## config.mk

```make
export PLATFORM = sky130hd
export DESIGN_NAME = irq_pending_capture
export DESIGN_NICKNAME = d
export VERILOG_FILES = /design/src/rtl/irq_pending_capture.sv
export SDC_FILE = /design/constraint.sdc
export NUM_CORES = 1
export LEC_CHECK = 0
export BUFFER_PORTS_ARGS = -buffer_cell sky130_fd_sc_hd__buf_2
export CAP_MARGIN = 30
export CORE_MARGIN = 8
export CORE_UTILIZATION = 50
export DETAILED_ROUTE_END_ITERATION = 16
export MAX_ROUTING_LAYER = met4
export PLACE_DENSITY = 0.81
export SLEW_MARGIN = 20
export SYNTH_ARGS = -nofsm -noshare
export SYNTH_HDL_FRONTEND = slang
export SYNTH_SLANG_ARGS = --single-unit
export TNS_END_PERCENT = 30
```

## constraint.sdc

```tcl
create_clock -name clk -period 3.3 [get_ports clk]
set_input_delay 0.165 -clock clk [delete_from_list [all_inputs] [get_ports clk]]
set_output_delay 0.165 -clock clk [all_outputs]
set_load 0.005 [all_outputs]
```

## src/rtl/irq_pending_capture.sv

```systemverilog
// Request capture stage: latches raw request lines into a pending vector and
// presents the highest-index unmasked pending line with a valid/ack handshake.
module irq_pending_capture #(
    parameter int N    = 8,
    parameter int IDW  = 3,
    parameter bit EDGE = 1'b1
) (
    input  logic           clk,
    input  logic           rst,
    input  logic [N-1:0]   req,
    input  logic [N-1:0]   mask,
    input  logic           clr_all,
    input  logic           irq_ack,
    output logic [N-1:0]   pend,
    output logic           irq_valid,
    output logic [IDW-1:0] irq_id
);

    typedef enum logic [1:0] {
        IDLE    = 2'd0,
        PRESENT = 2'd1,
        GAP     = 2'd2
    } state_t;

    state_t         state_q, state_d;
    logic [N-1:0]   pend_q, pend_d;
    logic [N-1:0]   req_d_q, req_d_d;
    logic [IDW-1:0] id_q, id_d;

    logic [N-1:0]   set_v;
    logic [N-1:0]   clr_v;
    logic [N-1:0]   masked;
    logic [IDW-1:0] top_id;

    always_comb begin
        set_v   = EDGE ? (req & ~req_d_q) : req;
        clr_v   = '0;
        if (state_q == PRESENT && irq_ack) begin
            clr_v[id_q] = 1'b1;
        end
        // Set is OR-ed in after the ack clear so a coincident new event survives.
        pend_d  = clr_all ? '0 : ((pend_q & ~clr_v) | set_v);
        req_d_d = req;

        masked = pend_q & mask;
        top_id = '0;
        for (int i = 0; i < N; i++) begin
            if (masked[i]) begin
                top_id = IDW'(i);
            end
        end

        state_d = state_q;
        id_d    = id_q;
        case (state_q)
            IDLE: begin
                if (!clr_all && (masked != '0)) begin
                    id_d    = top_id;
                    state_d = PRESENT;
                end
            end
            PRESENT: begin
                if (clr_all) begin
                    state_d = IDLE;
                end else if (irq_ack) begin
                    state_d = GAP;
                end
            end
            GAP: begin
                state_d = IDLE;
            end
            default: begin
                state_d = IDLE;
            end
        endcase
    end

    always_ff @(posedge clk or posedge rst) begin
        if (rst) begin
            state_q <= IDLE;
            pend_q  <= '0;
            req_d_q <= '0;
            id_q    <= '0;
        end else begin
            state_q <= state_d;
            pend_q  <= pend_d;
            req_d_q <= req_d_d;
            id_q    <= id_d;
        end
    end

    assign pend      = pend_q;
    assign irq_valid = (state_q == PRESENT);
    assign irq_id    = id_q;

endmodule

```

Yosys cells after proc, flatten, opt, wreduce, memory -nomap -nowiden
Cells that the tools add are included.

Bits in registers: 21. Output and inout port bits: 12. Logic and storage cells: 38.

Order comparisons: 2. Eq/ne operators: 3. Mux-type cells: 15. Bitwise operators: 6. Reduce and logical (&&, ||, !) cells: 8.

Operators with widths (count): 8-bit AND (3); 3-bit 2-to-1 mux (6); 8-bit 2-to-1 mux (2); 8-bit inverter (2); 8-bit OR (1); 8-bit nonzero test (1); 2-bit 2-to-1 mux (3); 3-bit by 4-bit < comparator with 1-bit output (second input constant) (1); 2-bit case mux with 2 select lines (1); 2-bit AND reduction (2); 1-bit demux with 3-bit select (1); 3-bit by 1-bit greater-or-equal comparator with 1-bit output (second input constant) (1); 1-bit logical AND (3); 3-bit inequality test (second input constant) (1); 2-bit by 1-bit equality test with 1-bit output (second input constant) (1); 2-bit logical NOT (1); 1-bit 2-to-1 mux (2); 2-bit inequality test (second input constant) (1); 1-bit logical NOT (1).

Depth between registers and ports, before layout
Gate-level depths: netlist (run 1).

Depth after elaboration: 9. Gate-level depth with buffers: 4. Depth with buffers taken out: 4.

Least setup slack after synthesis (run 1)
No wires, ideal clock.

Path type: flip-flop to flip-flop. Start: register pend_q[7] (netlist: pend[7]). End: register id_q[0] (netlist: irq_id[0]). Library setup time: 125 ps. Arrival: 1239 ps. Data required time: 3175 ps. Slack: 1937 ps. Cell stages (with the launch flop): 5. Buffers on the path: 0. Clock period less this slack: 1363 ps. Cells stage by stage: dfrtp_1 a22oi_2 nand3_2 o21ai_2 mux2_2.

Cells in the longest elaborated chain, start to end: 4. Elaborated cells on any way between the ends: 5. Those cells by class: mux (1); bitwise (1); reduce/logical (3).

Ends and longest elaborated chain: start, declared (RTL line 26) `logic [N-1:0] pend_q, pend_d;`; start signal, assigned (RTL line 86) `pend_q <= pend_d;`; 8-bit AND (*) (RTL line 45) `masked = pend_q & mask;`; 8-bit nonzero test (RTL line 57) `if (!clr_all && (masked != '0)) begin`; 1-bit logical AND (RTL line 57); 2-bit AND reduction (no source line); end signal, assigned (RTL line 88) `id_q <= id_d;`; end, declared (RTL line 28) `logic [IDW-1:0] id_q, id_d;`.

Every way passes the cells marked *; elsewhere a longest branch is shown, timed or not. A chain may end at the register's enable or synchronous reset.

Worst setup path in the final report (run 1)
Start: register pend_q[7] (netlist: pend[7]). End: register id_q[1] (netlist: irq_id[1]).

The elaborated chain is that of the path after synthesis.

==> impl_summary.md, run 1 <==
Clock tree
For the worst-skew pair, the clock arrives at the later sink with an insertion delay of 0.29 ns. Clock-pin slew was measured on the worst setup and hold paths at roughly 0.11 ns. The maximum clock path buffer count is 2. The clock tree from TritonCTS is done.

The tree is rooted in a sky130_fd_sc_hd__clkbuf_4. The CTS buffer count is 3. Buffers added to address setup during post-CTS repair amount to 0. For this design, the sink count on the clock tree is 21. The number of levels in the clock H-tree is 1. The post-cts sizing count is 0.

Critical path
For this run, the slowest stage of the critical path takes approximately 0.42 ns. For the worst setup path, the data required time is approximately 3.5 ns. The type of the worst setup path is reg2reg. The signal on the critical path passes through a22oi_2, nand3_2, o21ai_2, mux2_2. The count of buffering cells on the critical path with inverters included is 0.

On the critical path the largest part of the delay comes from compound AO/OA/AOI/OAI gates. STA classifies the critical path endpoint as a flip-flop. The worst setup path is launched from a flip-flop. The critical path's slowest cell is sky130_fd_sc_hd__dfrtp_1. Data arrives at the worst endpoint at 1.65 ns.

Along the worst path, the maximum fanout reaches 4.

Floorplan
32 I/O pins were placed. The die covers between 3000 and 4000 um2. The core region is between 1500 and 2000 um2. The initial utilization of the core area, before any placement, comes to around half. The die width is 57.59 um. From bottom edge to top edge, the die measures approximately 58 um. The initialized floorplan defines 15 standard-cell rows.

Power
IR analysis of the VDD net gives a maximum drop of 332.1 uV. Power comes to 0.5553 mW. The total power per unit cell area is around 490 nW/um2. The leakage power of the design is between 0.5 and 0.6 nW.

Layout
After the flow finishes, the layout carries non-filler instances totaling roughly 140. The multi-input combinational cells in the finished layout cover a total of roughly 330 um2. The sequential cells in the finished layout cover a total of roughly 530 um2. The filler cells instantiated in the layout total ~130.

The number of nets in the final layout is 140. Measured on the finished design, the core utilization comes to 68.46%. The antenna diode instance count is 0. The post-route netlist has 33.61% of its cells at a drive strength greater than 1.

The layout-stage area growth over the synthesis result is 32.27%.

Route
In the routed design, unresolved DRC markers number 0. The total number of vias is 731. Wires add up to between 2 and 2.5 mm. The number of DRC violations after detailed-routing iteration 0 is 11.

The number of vias per cell is between 5 and 6. The total iterations of the first detailed-routing run is 4. The number of nets with antenna violations after routing is 0. The detailed-route wire length per cell is approximately 15 um.

Timing
The count of endpoints failing setup in the final report is 0. The number of max-slew violations in the final report is 0. The final period demand of the worst path is 1.471 ns.

Setup repair after global routing left no endpoint under its margin. The highest clock rate is between 600 and 700 MHz. At the pin with the least slew margin, the transition time is 0.7710 ns.

The worst pin sits at a relative slew slack of approximately 49%. The final critical path takes up 44.56% of the cycle. The final count of hold timing violations is 21. The clock skew after layout is approximately 0.0048 ns. Final hold analysis gives a worst-case slack of -0.009278 ns. Adding up every negative setup slack in the final design gives 0 ns.

Place
The congestion estimate from routability-driven global placement came to 0.8691. The number of placed cells counting well taps is around 120. The HPWL reported at the end of detailed placement is around 1.5 mm. In this run the tool buffered the top-level ports with 31 buffer cells.

Logic synthesis
After synthesis, the largest area contributor takes up 60.78% of total cell area. The synthesized netlist cell count is 77. After synthesis the cells add up to slightly below 900 um2. Counting every net in the synthesized netlist gives between 90 and 100. After synthesis, the cell types taking the most area are sky130_fd_sc_hd__dfrtp_1 (61%), sky130_fd_sc_hd__nand2b_1 (7.2%), sky130_fd_sc_hd__a21oi_1 (4.6%). The synthesized area divided by synthesized cell count is about 11 um2. The count of warnings emitted by yosys is 0. After synthesis, flip-flops and latches occupy about three fifths of the total area. In this run, synthesis produced a sequential element count of 21. The number of distinct library cell variants in the gate-level netlist after synthesis is 22. The biggest area contributor in the post-synthesis netlist is sky130_fd_sc_hd__dfrtp_1.

GRT
The number of global-route vias before repair is 760. The first global-routing pass estimated around 3.4 mm of wire. Entering global routing, the biggest net connects 22 pins. Global routing finished with a remaining overflow of 0. The initial antenna violation count is 0. The total track usage is around 13%.

Run
Across the run, the number of max-cap violations was 0.

Run status
The checks that failed: hold timing. The run finished, with violations left.

Hold path
In this run the worst hold path is classified as in2async.
==> sequential cells by signal (all words and copies together) (netlist names) <==
name and count:
req_d_q 8, irq_id 3, state_q 2, pend 8
==> stage by stage <==
stage / setup slack [ns] / area (um2)
2_1_floorplan: 1.937 / 864.6
3_3_place_gp: 1.916 / 1037
3_5_place_dp: 1.856 / 1037
4_1_cts: 1.843 / 1144
5_1_grt: 1.772 / 1144
6_report: 1.829 / 1144
==> path summary, 6_finish.rpt <==
kind	start	end	slack, ns	cells past startpoint
hold / removal	rst	pend[1]$_DFF_PP0_	-0.009	2
max in group asynchronous	rst	req_d_q[4]$_DFF_PP0_	2.83	2
setup reg to reg	pend[7]$_DFF_PP0_	irq_id[1]$_DFFE_PP0P_	1.83	4
setup / recovery	pend[7]$_DFF_PP0_	irq_id[1]$_DFFE_PP0P_	1.83	4
hold reg to reg	req_d_q[5]$_DFF_PP0_	pend[5]$_DFF_PP0_	0.50	2
min in group clk	irq_ack	state_q[0]$_DFFE_PP0P_	0.09	2
==> Yosys cell counts, drive strengths merged <==
library cell  instances
dfrtp                21
nand2b               10
o21ai                 9
a21oi                 8
nand2                 8
a22oi                 3
mux2                  3
a32oi                 2
inv                   2
nand3                 2
o31ai                 2
clkbuf                1
nand3b                1
nor2                  1
nor2b                 1
nor3                  1
o41ai                 1
or2                   1
==> layout make-up <==
type,count,area share (%)
Inverter,2,0.6565
Tap cell,17,1.860
Sequential cell,21,45.95
Timing Repair Buffer,39,20.57
Clock buffer,4,2.298
Multi-Input combinational cell,53,28.67
==> routing by layer <==
metal	GRT usage, %	up-vias	wire (um)
li1	-	359	-
met1	14.61	345	878
met2	22.35	25	1008
met3	4.260	2	134
met4	5.357	0	13
met5	-	-	0
==> kinds of logic (layout without fill, tap and decap cells) <==
kind of cell	after synthesis	count (layout)	share of synthesized area (%)
and+or+nand+nor	25	25	15.77
DFF	21	21	60.78
muxes	3	3	3.907
AOI/OAI and AO/OA	25	25	18.23
buffers and inverters	3	45	1.302
==> power by group <==
part	internal [mW]	leakage (nW)	total [mW]	switching [mW]
Combinational	0.0624	0.285	0.120	0.0577
Sequential	0.286	0.263	0.318	0.0321
Clock	0.0470	0.0150	0.117	0.0700
==> placed cells by master (no fill, tap or decap), types with 2 or more instances in the layout <==
master	instances
sky130_fd_sc_hd__dlygate4sd3_1	8
sky130_fd_sc_hd__clkbuf_4	3
sky130_fd_sc_hd__nand2b_1	10
sky130_fd_sc_hd__buf_2	31
sky130_fd_sc_hd__o21ai_0	8
sky130_fd_sc_hd__nand2_1	8
sky130_fd_sc_hd__o31ai_1	2
sky130_fd_sc_hd__dfrtp_1	21
sky130_fd_sc_hd__mux2_2	2
sky130_fd_sc_hd__a32oi_1	2
sky130_fd_sc_hd__a21oi_1	8
sky130_fd_sc_hd__a22oi_1	2
sky130_fd_sc_hd__inv_1	2
==> what timing repair did <==
| item | in CTS | in global routing |
|---|---|---|
| setup endpoints to repair | 0 | 0 |
| hold endpoints to repair | 8 | 0 |
| hold buffers | 8 | 0 |
Note: power is estimated with default switching activity, not from simulation.
==> run 2, diff against run 1 <==
--- a/config.mk
+++ b/config.mk
@@ -5,13 +5,14 @@
 export SDC_FILE = /design/constraint.sdc
 export NUM_CORES = 1
 export LEC_CHECK = 0
+export ABC_AREA = 1
 export BUFFER_PORTS_ARGS = -buffer_cell sky130_fd_sc_hd__buf_2
 export CAP_MARGIN = 30
 export CORE_MARGIN = 8
-export CORE_UTILIZATION = 50
+export CORE_UTILIZATION = 43
 export DETAILED_ROUTE_END_ITERATION = 16
 export MAX_ROUTING_LAYER = met4
-export PLACE_DENSITY = 0.81
+export PLACE_DENSITY = 0.73
 export SLEW_MARGIN = 20
 export SYNTH_ARGS = -nofsm -noshare
 export SYNTH_HDL_FRONTEND = slang
==> constraint.sdc (replaced) <==
create_clock -name clk -period 1.3 [get_ports clk]
set_input_delay 0.065 -clock clk [delete_from_list [all_inputs] [get_ports clk]]
set_output_delay 0.065 -clock clk [all_outputs]
set_load 0.005 [all_outputs]
==> impl_summary.md, run 2 <==
Power
The combinational power share is approximately a quarter. Power spread over the standard cell area amounts to 1198 nW/um2. The maximum vdd ir drop is 823.8 uV. In this run, flip-flops and latches consume between 50 and 60% of the power. In this run the static leakage power is 0.6713 nW. The clock share of power is 20.9%. The internal cell power is 1.008 mW. For this design the total switching power over the nets is 0.4954 mW.

Of the total power, the share spent switching nets is between 30% and 40%.

Critical path
The type of the worst setup path is reg2out. The arrival time of data at the critical path endpoint is about 1.1 ns. The endpoint required time on the critical path is 1.24 ns.

The startpoint class of the critical path is a flip-flop. STA classifies the critical path endpoint as a primary output. Along the worst path, the maximum fanout reaches 3.

Logic synthesis
The most common cell in the synthesized netlist is sky130_fd_sc_hd__nand2_1. The number of different library cells used by synthesis comes to 18. After synthesis, the cell types taking the most area are sky130_fd_sc_hd__dfrtp_1 (57%), sky130_fd_sc_hd__nand2_1 (10%), sky130_fd_sc_hd__o31ai_1 (6.5%).

Of all flip-flops after synthesis, the portion carrying an async set or reset was 100.0%. The synthesized design devotes to its leading area cell type a little under three fifths of total area. The synthesized netlist cell count is 99. The synthesized netlist net count is about 120. The top flip-flop cell by instance count after synthesis is sky130_fd_sc_hd__dfrtp_1.

Summed over all instances, the cell type with the most area after synthesis is sky130_fd_sc_hd__dfrtp_1. The fraction of the yosys area taken by sequential cells is between 50 and 60%. In the synthesized netlist, the cells that appear most often are sky130_fd_sc_hd__nand2_1 (25), sky130_fd_sc_hd__dfrtp_1 (21), sky130_fd_sc_hd__inv_1 (14). For this run, the number of Yosys warnings is 0.

The post-synthesis instance area is 925.9 um2. The number of enable flip-flop cells after synthesis is 0. Synthesis inferred 21 register bits. The synthesized area divided by synthesized cell count is between 9 and 10 um2.

Route
The number of DRC violations after detailed-routing iteration 0 is 23. The total wire length is 2.336 mm. The number of nets with antenna violations after routing is 0.

The first TritonRoute pass finished after 4 iterations. The remaining design rule violation count is 0. The detailed-route wire length per cell is approximately 14 um. The number of vias per cell is approximately 4.8.

The total number of vias is about 830.

GRT
The maximum number of pins on one net before global-route repair is 22. The global-route wire length before repair is 4.077 mm. The total track usage is between 10% and 20%. The initial antenna violation count came to 0.

The number of global-route vias before repair is 892. The total congestion overflow after global routing is 0.

Timing
The max-slew headroom at the worst pin is 80.77%. The number of max-slew violations in the final report is 0. The final count of hold timing violations is 0. The slew at the pin closest to its max-slew limit is around 0.28 ns. The final-layout setup total negative slack is 0 ns.

The highest clock rate is roughly 900 MHz. Setup repair after global routing left no endpoint under its margin. Setup violations remaining at the end of the flow were counted as 0.

The clock skew after layout is ~0.0057 ns. The worst path uses 87.72% of the clock period. The final worst setup slack is roughly 0.16 ns. The final period demand of the worst path is 1.140 ns.

Place
The number of buffers added on ports is 31. Before CTS, the worst setup slack after placement is roughly 0.2 ns. After legalization and detailed placement, the total HPWL measured between 1.5 and 2 mm. The global placement routability congestion is 0.8448.

Clock tree
The latest clock arrival within the worst-skew pair is 0.30 ns. The number of clock buffers added by TritonCTS is 3. The cell at the root of the clock tree is sky130_fd_sc_hd__clkbuf_4.

In this run the post-CTS setup repair buffer count came out at 0. The CTS sink count is 21. The clock tree from TritonCTS is done. Clock-pin slew was measured on the worst setup and hold paths at around 0.12 ns. No sink is reached through more buffers than the 2 on the longest clock path. CTS built an H-tree with a depth of 1.

Layout
Leaving out fill and tap cells, the most frequent cell in the layout is sky130_fd_sc_hd__buf_2. The final cell utilization of the core is approximately 59%. The number of nets in the final layout is between 150 and 200. The area growth from synthesis to layout is 35.54%.

In the layout the commonest cells are sky130_fd_sc_hd__buf_2 (31), sky130_fd_sc_hd__nand2_1 (25), sky130_fd_sc_hd__dfrtp_1 (21). Cells with a size suffix above 1 make up a little over a third of the layout. The number of antenna diodes in the final layout is 0.

Run
The count of maximum capacitance violations is 0.

Floorplan
From left edge to right edge, the die measures between 60 and 70 um. For this design the top-level I/O count stands at 32. The starting density of the core is between 40% and 50%. Row generation in the floorplan step produced 17 rows.

Measured along the y axis, the die boundary spans approximately 62 um. The total die area is roughly 3900 um2. The floorplan core area is between 2000 and 2500 um2.

Run status
The run finished with clean final reports.

Hold path
The classification of the worst-slack hold path is in2reg.
-- run 2: path summary, 6_finish.rpt --
kind                       slack (ns)                     to              startpoint  cells past startpoint
max in group asynchronous        0.76      pend[2]$_DFF_PP0_                     rst                      4
setup / recovery                 0.16              irq_valid  state_q[0]$_DFFE_PP0P_                      3
hold / removal                   0.06      pend[6]$_DFF_PP0_                 clr_all                      2
setup reg to reg                 0.18  irq_id[1]$_DFFE_PP0P_       pend[5]$_DFF_PP0_                      7
hold reg to reg                  0.50      pend[6]$_DFF_PP0_    req_d_q[6]$_DFF_PP0_                      3
min in group asynchronous        0.33   req_d_q[5]$_DFF_PP0_                     rst                      4
-- run 2: logic make-up after synthesis --
family / after synthesis / share of synthesized area [%]
buffers and inverters: 16 / 6.486
AND/OR/NAND/NOR: 40 / 21.76
flip-flops: 21 / 56.76
AO/OA/AOI/OAI: 22 / 15.00
-- run 2: routing by layer --
metal	vias to the layer above	GRT usage [%]	part of all wire (%)
met2	22	22.51	56
li1	413	-	-
met4	0	7.977	2.6
met1	384	13.46	38
met3	6	1.792	3.3
met5	-	-	0
-- run 2: timing repair --
| item | 4_1_cts | 5_1_grt |
|---|---|---|
| gates resized for setup | 0 | 0 |
| hold endpoints to repair | 31 | 0 |
| hold buffers | 10 | 0 |
-- run 2: cell type report --
| cell class | instances | area (um2) |
|---|---|---|
| fill | 198 | 872.1 |
| sequential | 21 | 525.5 |
| multi-input combinational | 62 | 340.3 |
| timing repair buffer | 43 | 270.3 |
| inverter | 15 | 56.30 |
| tap | 28 | 35.03 |
| clock buffer | 3 | 22.52 |
| clock inverter | 1 | 5.005 |
-- run 2: power groups by stage --
stage / clock network [mW] / logic (mW) / registers, mW
after global routing: 0.360 / 0.438 / 0.818
final: 0.315 / 0.384 / 0.805
after detailed placement: 0 / 0.365 / 0.820
after floorplan: 0 / 0.195 / 0.806
after global placement: 0 / 0.355 / 0.814
after CTS: 0.327 / 0.389 / 0.806
-- run 2: stage by stage --
| stage | instances | hold slack, ns | area (um2) | total power [mW] |
|---|---|---|---|---|
| after floorplan | 99 | 0.04153 | 925.9 | 1.001 |
| after global placement | 159 | 0.1008 | 1127 | 1.168 |
| after detailed placement | 159 | 0.1116 | 1127 | 1.184 |
| after CTS | 173 | 0.06072 | 1255 | 1.521 |
| after global routing | 173 | 0.06735 | 1255 | 1.616 |
| final | 173 | 0.06116 | 1255 | 1.504 |
-- run 2: worst max-delay path, stage by stage, from the launching register on --
cell and delay (ns):
sky130_fd_sc_hd__dfrtp_1 0.45, sky130_fd_sc_hd__inv_1 0.08, sky130_fd_sc_hd__nor2_1 0.11, sky130_fd_sc_hd__buf_2 0.13
